### src/rtl/wb_merge.sv
// Writeback merge: arbitrates pipeline commits and buffered long-unit results
// onto the single register-file write port, with x0 suppression, WAW kill of
// stale buffered results, a pending-register mask and a starvation stall.
module wb_merge #(
  parameter int unsigned STARVE_LIMIT = 8
) (
  input  logic        clk,
  input  logic        rst_n,
  input  logic        pipe_valid,
  input  logic [4:0]  pipe_idx,
  input  logic [31:0] pipe_data,
  input  logic        lu_valid,
  input  logic [4:0]  lu_idx,
  input  logic [31:0] lu_data,
  output logic        lu_ready,
  output logic        write_enable,
  output logic [4:0]  write_idx,
  output logic [31:0] write_data,
  output logic [31:0] pending,
  output logic        pipe_stall_req
);

  localparam int unsigned AgeW = $clog2(STARVE_LIMIT + 1);
  typedef logic [AgeW-1:0] age_t;
  localparam age_t AgeMax = age_t'(STARVE_LIMIT);

  logic [1:0]  count_q, count_d;
  logic        head_q, head_d;
  logic        tail_q, tail_d;
  logic [4:0]  ent_idx_q [2];
  logic [4:0]  ent_idx_d [2];
  logic [31:0] ent_data_q [2];
  logic [31:0] ent_data_d [2];
  logic [1:0]  ent_live_q, ent_live_d;
  age_t        age_q, age_d;
  logic        we_q, we_d;
  logic [4:0]  widx_q, widx_d;
  logic [31:0] wdata_q, wdata_d;

  logic pipe_wr, head_live, pop, push;

  // Handshake and arbitration decisions from registered state.
  always_comb begin
    pipe_wr   = pipe_valid && (pipe_idx != 5'd0);
    head_live = (count_q != 2'd0) && ent_live_q[head_q];
    // A dead head always drains; a live head drains only when the pipe is silent.
    pop       = (count_q != 2'd0) && (!ent_live_q[head_q] || !pipe_wr);
    lu_ready  = rst_n && (count_q < 2'd2);
    // x0 results are accepted but never buffered.
    push      = lu_valid && lu_ready && (lu_idx != 5'd0);
  end

  // FIFO, age counter and output register next state.
  always_comb begin
    head_d     = head_q;
    tail_d     = tail_q;
    ent_idx_d  = ent_idx_q;
    ent_data_d = ent_data_q;
    ent_live_d = ent_live_q;

    if (pop) begin
      ent_live_d[head_q] = 1'b0;
      head_d             = ~head_q;
    end

    // Pipeline commits are younger, so they overwrite any buffered result to the same reg.
    for (int e = 0; e < 2; e++) begin
      if (pipe_wr && (ent_idx_q[e] == pipe_idx)) ent_live_d[e] = 1'b0;
    end

    if (push) begin
      ent_idx_d[tail_q]  = lu_idx;
      ent_data_d[tail_q] = lu_data;
      ent_live_d[tail_q] = !(pipe_wr && (pipe_idx == lu_idx));
      tail_d             = ~tail_q;
    end

    count_d = count_q + {1'b0, push} - {1'b0, pop};

    if ((count_q == 2'd0) || pop) begin
      age_d = '0;
    end else if (head_live && (age_q < AgeMax)) begin
      age_d = age_q + age_t'(1);
    end else begin
      age_d = age_q;
    end

    we_d    = 1'b0;
    widx_d  = widx_q;
    wdata_d = wdata_q;
    if (pipe_wr) begin
      we_d    = 1'b1;
      widx_d  = pipe_idx;
      wdata_d = pipe_data;
    end else if (pop && head_live) begin
      we_d    = 1'b1;
      widx_d  = ent_idx_q[head_q];
      wdata_d = ent_data_q[head_q];
    end
  end

  // Pending mask covers only live buffered entries; the RF bypass covers the output reg.
  always_comb begin
    pending = '0;
    for (int e = 0; e < 2; e++) begin
      if (ent_live_q[e]) pending[ent_idx_q[e]] = 1'b1;
    end
    pending[0] = 1'b0;
  end

  // State registers with synchronous active-low reset.
  always_ff @(posedge clk) begin
    if (!rst_n) begin
      count_q    <= '0;
      head_q     <= 1'b0;
      tail_q     <= 1'b0;
      ent_idx_q  <= '{default: '0};
      ent_data_q <= '{default: '0};
      ent_live_q <= '0;
      age_q      <= '0;
      we_q       <= 1'b0;
      widx_q     <= '0;
      wdata_q    <= '0;
    end else begin
      count_q    <= count_d;
      head_q     <= head_d;
      tail_q     <= tail_d;
      ent_idx_q  <= ent_idx_d;
      ent_data_q <= ent_data_d;
      ent_live_q <= ent_live_d;
      age_q      <= age_d;
      we_q       <= we_d;
      widx_q     <= widx_d;
      wdata_q    <= wdata_d;
    end
  end

  assign write_enable   = we_q;
  assign write_idx      = widx_q;
  assign write_data     = wdata_q;
  assign pipe_stall_req = (age_q >= AgeMax);

endmodule

### config.mk
export PLATFORM = sky130hd
export DESIGN_NAME = wb_merge
export DESIGN_NICKNAME = d
export VERILOG_FILES = /design/src/rtl/wb_merge.sv
export SDC_FILE = /design/constraint.sdc
export NUM_CORES = 1
export LEC_CHECK = 0
export ABC_AREA = 1
export CORE_MARGIN = 4
export CORE_UTILIZATION = 40
export DETAILED_ROUTE_END_ITERATION = 10
export GPL_ROUTABILITY_DRIVEN = 0
export GPL_TIMING_DRIVEN = 1
export PLACE_DENSITY_LB_ADDON = 0.1
export SETUP_SLACK_MARGIN = 0.05
export SLEW_MARGIN = 25
export SYNTH_ARGS = -nofsm -noshare
export SYNTH_HDL_FRONTEND = slang
export SYNTH_SLANG_ARGS = --single-unit
### constraint.sdc
create_clock -name clk -period 4.7 [get_ports clk]
set_input_delay 0.94 -clock clk [delete_from_list [all_inputs] [get_ports clk]]
set_output_delay 0.94 -clock clk [all_outputs]
set_load 0.01 [all_outputs]
==> results.md, run 1 <==
* Die Span X at 129.3 um
* Initial core utilization at 40.66%
* Switching power total at 0.0009178 W
* Pint at 0.002208 W
* Ys Warns at 0
* Min Tclk post-route at 3.451 ns
* Inst Count DP at 1160
* CTS Buf Count at 17
* First-pass GRT wire length at 26520 um
* Vias in the first global route at 5428
* Worst reg-to-reg setup slack at 2.42 ns
* Post-DP Area at 7356 um2
* Fin crit share at 73.42%
* WL/cell at 13.71 um
* Crit path DAT at 2.51 ns
* Skew final at 0.008755 ns
* Vias per std cell at 4.867
* Area Overhead vs Synth at 35.26%
* Total track usage at 19.67%
* Syn nets at 958
* Comb pwr share at 19.8%
* Iter 0 DRT Violations at 367
* Skew-Pair Late Insertion Delay at 0.41 ns
* Crit path launch type: flop
* Syn Area/Cell at 6.713 um2
* Via count at 5801
* TritonCTS clock tree: done
* Netlist cell types at 30
* Hpwl dp at 10930 um
* Commonest non-fill, non-tap cell in the layout: nand2_1
* CTS root buffer: clkbuf_16
* Post-CTS Setup Bufs at 0
* Peak VDD IR at 0.0003015 V
* Pwr dens at 392.5 nW/um2
* RSZ-0062 raised after global routing: false
* Slew Viols, Final at 0
* Run status: finished, final reports clean
* Max FO, Critical Path at 8
* Part of the power in the clock network at 42.6%
* Yosys reg bits at 122
* Post-Syn Instances at 877
* Setup total negative slack at 0 ns
* Max Root-Sink Buffers at 2
* Antenna violations before repair at 0
* Diodes inserted at 0
* Clk slew on worst S/H paths at 0.06 ns
* Rows at 44
* Setup crit end kind: primary output
* Non-Filler Instances at 1192
* Hold Path Class: flop to flop
* Worst slew pin tran at 0.9599 ns
* Seq pwr share at 37.6%
* Finish-stage setup viols at 0
* H-tree Lvls at 4
* Post-CTS Hold Fix Bufs at 0
* GRT overflow at 0
* Setup CP Type: flop to primary output
* ANT nets after route at 0
* Largest net degree at the start of global routing at 78
* I/O Buffers at 148
* Slew headroom at 35.52%
* Fraction of layout cells with a size suffix above 1 at 5.456%
* Hold Vio Cnt, Final at 0
* Fillers at 1431
* Post-cts resize count at 0
* Post-route cell area at 7963 um2
* Core area at 14480 um2
* Pleak at 3.178 nW
* NumNets Final at 1076
* Routed wire length at 16350 um
* Post-synthesis cell area at 5887 um2
* Die height at 129.3 um
* Drt pass-1 iters at 5
* Die Area at 16720 um2
* Most frequent cells in the layout: nand2_1 (284), clkdlybuf4s50_1 (147), dfxtp_1 (121)
* DRC viols at 0
* Max frequency at 289.8 MHz
* WP data required at 3.76 ns
* Sw Ratio at 29.37%
* IO Pins at 150
* Sequential fraction of the synthesis area at 41.49%
* Clock sinks at 122
* Max-cap violations at 0
[cell usage after synthesis, drive strengths merged]
master	number	share of area, %
clkbuf	23	1.5
nand3	64	5.5
o211ai	3	0.38
xnor2	4	0.60
a21oi	81	6.9
dfxtp	122	41
o21ai	116	9.9
nor3	12	1.0
or2	2	0.21
xor2	9	1.3
inv	97	6.3
buf	31	3.4
ha	3	0.64
nor2	13	1.2
nand2	287	19
a31oi	8	0.85
conb	1	0.064
nor4	1	0.11
[area by class of cell]
| class | instances | area (um2) | area share, % |
|---|---|---|---|
| well taps | 184 | 230.2 | 2.891 |
| flip-flops and latches | 122 | 2444 | 30.69 |
| multi-input cells | 604 | 2799 | 35.15 |
| clock inverters | 14 | 167.7 | 2.106 |
| clock buffers | 18 | 439.2 | 5.515 |
| repair buffers | 153 | 1514 | 19.01 |
| inverters | 97 | 369.1 | 4.635 |
[sequential cells by signal, indices dropped and copies added (netlist names)]
name          cells
ent_live_q        2
ent_data_q       64
count_q           2
ent_idx_q        10
write_data       32
age_q             4
write_enable      1
tail_q            1
head_q            1
write_idx         5
[power groups by stage]
stage | Sequential, W | Combinational (W) | Clock [W]
after floorplan | 0.00119 | 0.000422 | 0
after global placement | 0.00120 | 0.000618 | 0
final | 0.00118 | 0.000619 | 0.00133
after CTS | 0.00118 | 0.000627 | 0.00136
after global routing | 0.00119 | 0.000701 | 0.00140
after detailed placement | 0.00120 | 0.000623 | 0
[worst max-delay path, stage by stage (launching register included)]
cell and delay (ns):
dfxtp_1 0.42, inv_1 0.09, nor3_1 0.79, nand2_1 0.09, o21ai_0 0.13, clkdlybuf4s50_1 0.58
[final timing paths]
check | cells past startpoint | end | start
worst min-delay path | 2 | ent_data_q[48]$_SDFFE_PN0P_ | ent_data_q[48]$_SDFFE_PN0P_
worst max-delay path | 5 | pending[3] | ent_idx_q[5]$_SDFFE_PN0P_
worst min register to register | 2 | ent_data_q[48]$_SDFFE_PN0P_ | ent_data_q[48]$_SDFFE_PN0P_
worst max register to register | 7 | ent_data_q[40]$_SDFFE_PN0P_ | count_q[1]$_SDFF_PN0_
[metrics by stage]
stage               utilization, %  setup WS, ns  power (W)  hold slack [ns]
global placement             50.80         1.389   0.001815           0.4353
CTS                          54.99         1.244   0.003160           0.4485
finish                       54.99         1.249   0.003126           0.4456
detailed placement           50.80         1.352   0.001821           0.4391
global route                 54.99         1.030   0.003292           0.4690
floorplan                        -         2.427   0.001614           0.4244
[kinds of logic (layout without fill, tap and decap cells)]
family / count (synthesis) / in the layout / share of synthesized area [%]
flip-flops: 122 / 122 / 41.49
other: 1 / 1 / 0.06370
XOR/XNOR: 13 / 13 / 1.934
buffers and inverters: 151 / 282 / 11.14
AO/OA/AOI/OAI: 208 / 208 / 18.04
AND/OR/NAND/NOR: 379 / 379 / 26.70
adder cells (fa/ha/maj): 3 / 3 / 0.6377
[metal layers]
metal	wire length, um	track usage, %	part of all wire, %
met5	0	0	0
met2	7418	31.68	45
met3	1163	5.647	7.1
met1	7584	26.01	46
met4	180	5.127	1.1
No activity file was read; power rests on OpenSTA's default activity.
==> run 2: changes to the inputs <==
clock period = 3.6 ns   (was 4.7 ns; I/O delays follow)
==> run 2 against run 1 <==
Net effect: utilization decreased by 0.086 points; combinational power increased by 30%; sequential share of layout area about the same; die area unchanged; clock skew increased by 0.00083 ns; total power increased by 27%.
==> results.md, run 2 (same netlist as run 1, synthesis figures left out) <==
* Run status: finished, final reports clean
* Peak VDD IR at 0.0003829 V (+27%)
* Max FO, Critical Path at 7 (-1)
* Setup CP Type: flop to primary output
* Iter 0 DRT Violations at 362 (-1.4%)
* Tot Pwr at 0.003960 W (+27%)
* Setup crit end kind: primary output
* Non-Filler Instances at 1195 (+0.25%)
* CTS root buffer: clkbuf_16
* ANT nets after route at 0 (unchanged)
* Diodes inserted at 0 (unchanged)
* Skew-Pair Late Insertion Delay at 0.41 ns (about the same)
* Hpwl dp at 10840 um (-0.82%)
* Skew final at 0.009587 ns (+0.0008317 ns)
* CTS Buf Count at 17 (unchanged)
* NumNets Final at 1079 (+0.28%)
* Max-cap violations at 0 (unchanged)
* Routed wire length at 16470 um (+0.78%)
* Vias per std cell at 4.921 (+1.1%)
* I/O Buffers at 148 (unchanged)
* Hold Vio Cnt, Final at 0 (unchanged)
* Most frequent cells in the layout: nand2_1 (284), clkdlybuf4s50_1 (147), dfxtp_1 (121)
* IO Pins at 150 (unchanged)
* Max reg flops at 64 (unchanged)
* Antenna violations before repair at 0 (unchanged)
* GRT overflow at 0 (unchanged)
* DRC viols at 0 (unchanged)
* Setup WS pre-CTS at 0.7069 ns (-0.6454 ns)
* Clk slew on worst S/H paths at 0.05 ns (about the same)
* Finish-stage setup viols at 0 (unchanged)
* Die Span X at 129.3 um (unchanged)
* Fillers at 1483 (+3.6%)
* WP data required at 2.88 ns (-0.88 ns)
* Largest register by flop count: ent_data_q
* Crit path launch type: flop
* Pwr dens at 498.1 nW/um2 (+27%)
* H-tree Lvls at 4 (unchanged)
* Post-CTS Hold Fix Bufs at 0 (unchanged)
* Commonest non-fill, non-tap cell in the layout: nand2_1
* Hold Path Class: flop to flop
* Largest net degree at the start of global routing at 75 (-3.8%)
* Pleak at 3.186 nW (+0.25%)
* Vias in the first global route at 5393 (-0.64%)
* Post-CTS Setup Bufs at 0 (unchanged)
* Via count at 5880 (+1.4%)
* Rows at 44 (unchanged)
* WL/cell at 13.79 um (+0.53%)
* Drt pass-1 iters at 6 (+1)
* Post-route cell area at 7950 um2 (-0.16%)
* Area of the multi-input gates at 2799 um2 (unchanged)
* Min Tclk post-route at 3.050 ns
* Inst Count DP at 1163 (+0.26%)
* Slew headroom at 48.42% (+13 points)
* Total track usage at 19.77% (+0.098 points)
* Slew Viols, Final at 0 (unchanged)
* Worst slew pin tran at 0.7677 ns (-0.1921 ns)
* Max frequency at 327.8 MHz
* RSZ-0062 raised after global routing: false
* Post-route setup slack at 0.5496 ns (-0.6999 ns)
* Fin crit share at 84.73%
* Setup total negative slack at 0 ns (unchanged)
* First-pass GRT wire length at 26720 um (+0.78%)
* Fraction of layout cells with a size suffix above 1 at 5.440% (-0.016 points)
* Clock sinks at 122 (unchanged)
* Max Root-Sink Buffers at 2 (unchanged)
* Initial core utilization at 40.66% (unchanged)
* Die height at 129.3 um (unchanged)
* Post-cts resize count at 0 (unchanged)
* Die Area at 16720 um2 (unchanged)
* Core area at 14480 um2 (unchanged)
* Area Overhead vs Synth at 35.05%
* Seq. cell area at 2444 um2 (unchanged)
* Crit path DAT at 2.33 ns (-0.18 ns)
* Post-DP Area at 7391 um2 (+0.48%)
* TritonCTS clock tree: done
## run 2: changes by cell type in the layout (fill, tap and decap cells not counted)
cell        change
clkbuf_1        +3
inv_6           -3
buf_12          +1
bufinv_16       -2
clkinv_2        +2
buf_4           +2
clkbuf_8        +3
clkinv_4        -1
clkinvlp_4      -2
## run 2: final timing paths
check | start | to | slack [ns] | depth (start not counted)
setup reg to reg | count_q[1]$_SDFF_PN0_ | ent_data_q[57]$_SDFFE_PN0P_ | 1.60 | 7
hold / removal | ent_data_q[50]$_SDFFE_PN0P_ | ent_data_q[50]$_SDFFE_PN0P_ | 0.44 | 2
hold reg to reg | ent_data_q[50]$_SDFFE_PN0P_ | ent_data_q[50]$_SDFFE_PN0P_ | 0.44 | 2
setup / recovery | ent_live_q[0]$_SDFF_PN0_ | pending[28] | 0.55 | 5
## run 2: through the flow
| step | util (%) | hold slack [ns] |
|---|---|---|
| after CTS | 54.91 | 0.4492 |
| after global routing | 54.91 | 0.4647 |
| after detailed placement | 51.05 | 0.4408 |
| after global placement | 51.05 | 0.4351 |
| after floorplan | - | 0.4244 |
| final | 54.91 | 0.4444 |
## run 2: area by class of cell
class | count | share of cell area, %
Tap cell | 184 | 2.896
Sequential cell | 122 | 30.74
Clock buffer | 24 | 6.185
Clock inverter | 8 | 0.8499
Timing Repair Buffer | 156 | 19.48
Inverter | 97 | 4.643
Multi-Input combinational cell | 604 | 35.21
## run 2: per-layer routing
metal | routed length, um | track usage [%] | vias to the layer above
met5 | 0 | 0 | -
met4 | 142 | 5.374 | 0
met3 | 1083 | 5.194 | 11
met2 | 7415 | 31.28 | 171
met1 | 7833 | 26.82 | 2652
li1 | - | - | 3046
## run 2: worst max-delay path, cell delays in order (launching register included)
cell	delay [ns]
dfxtp_1	0.39
inv_1	0.14
nor3_1	0.62
nand2_1	0.10
o21ai_0	0.12
clkdlybuf4s50_1	0.57
## run 2: report_power, final
| part | switching [W] | internal, W |
|---|---|---|
| clock network | 0.000593 | 0.00101 |
| logic | 0.000496 | 0.000309 |
| registers | 0.0000748 | 0.00147 |
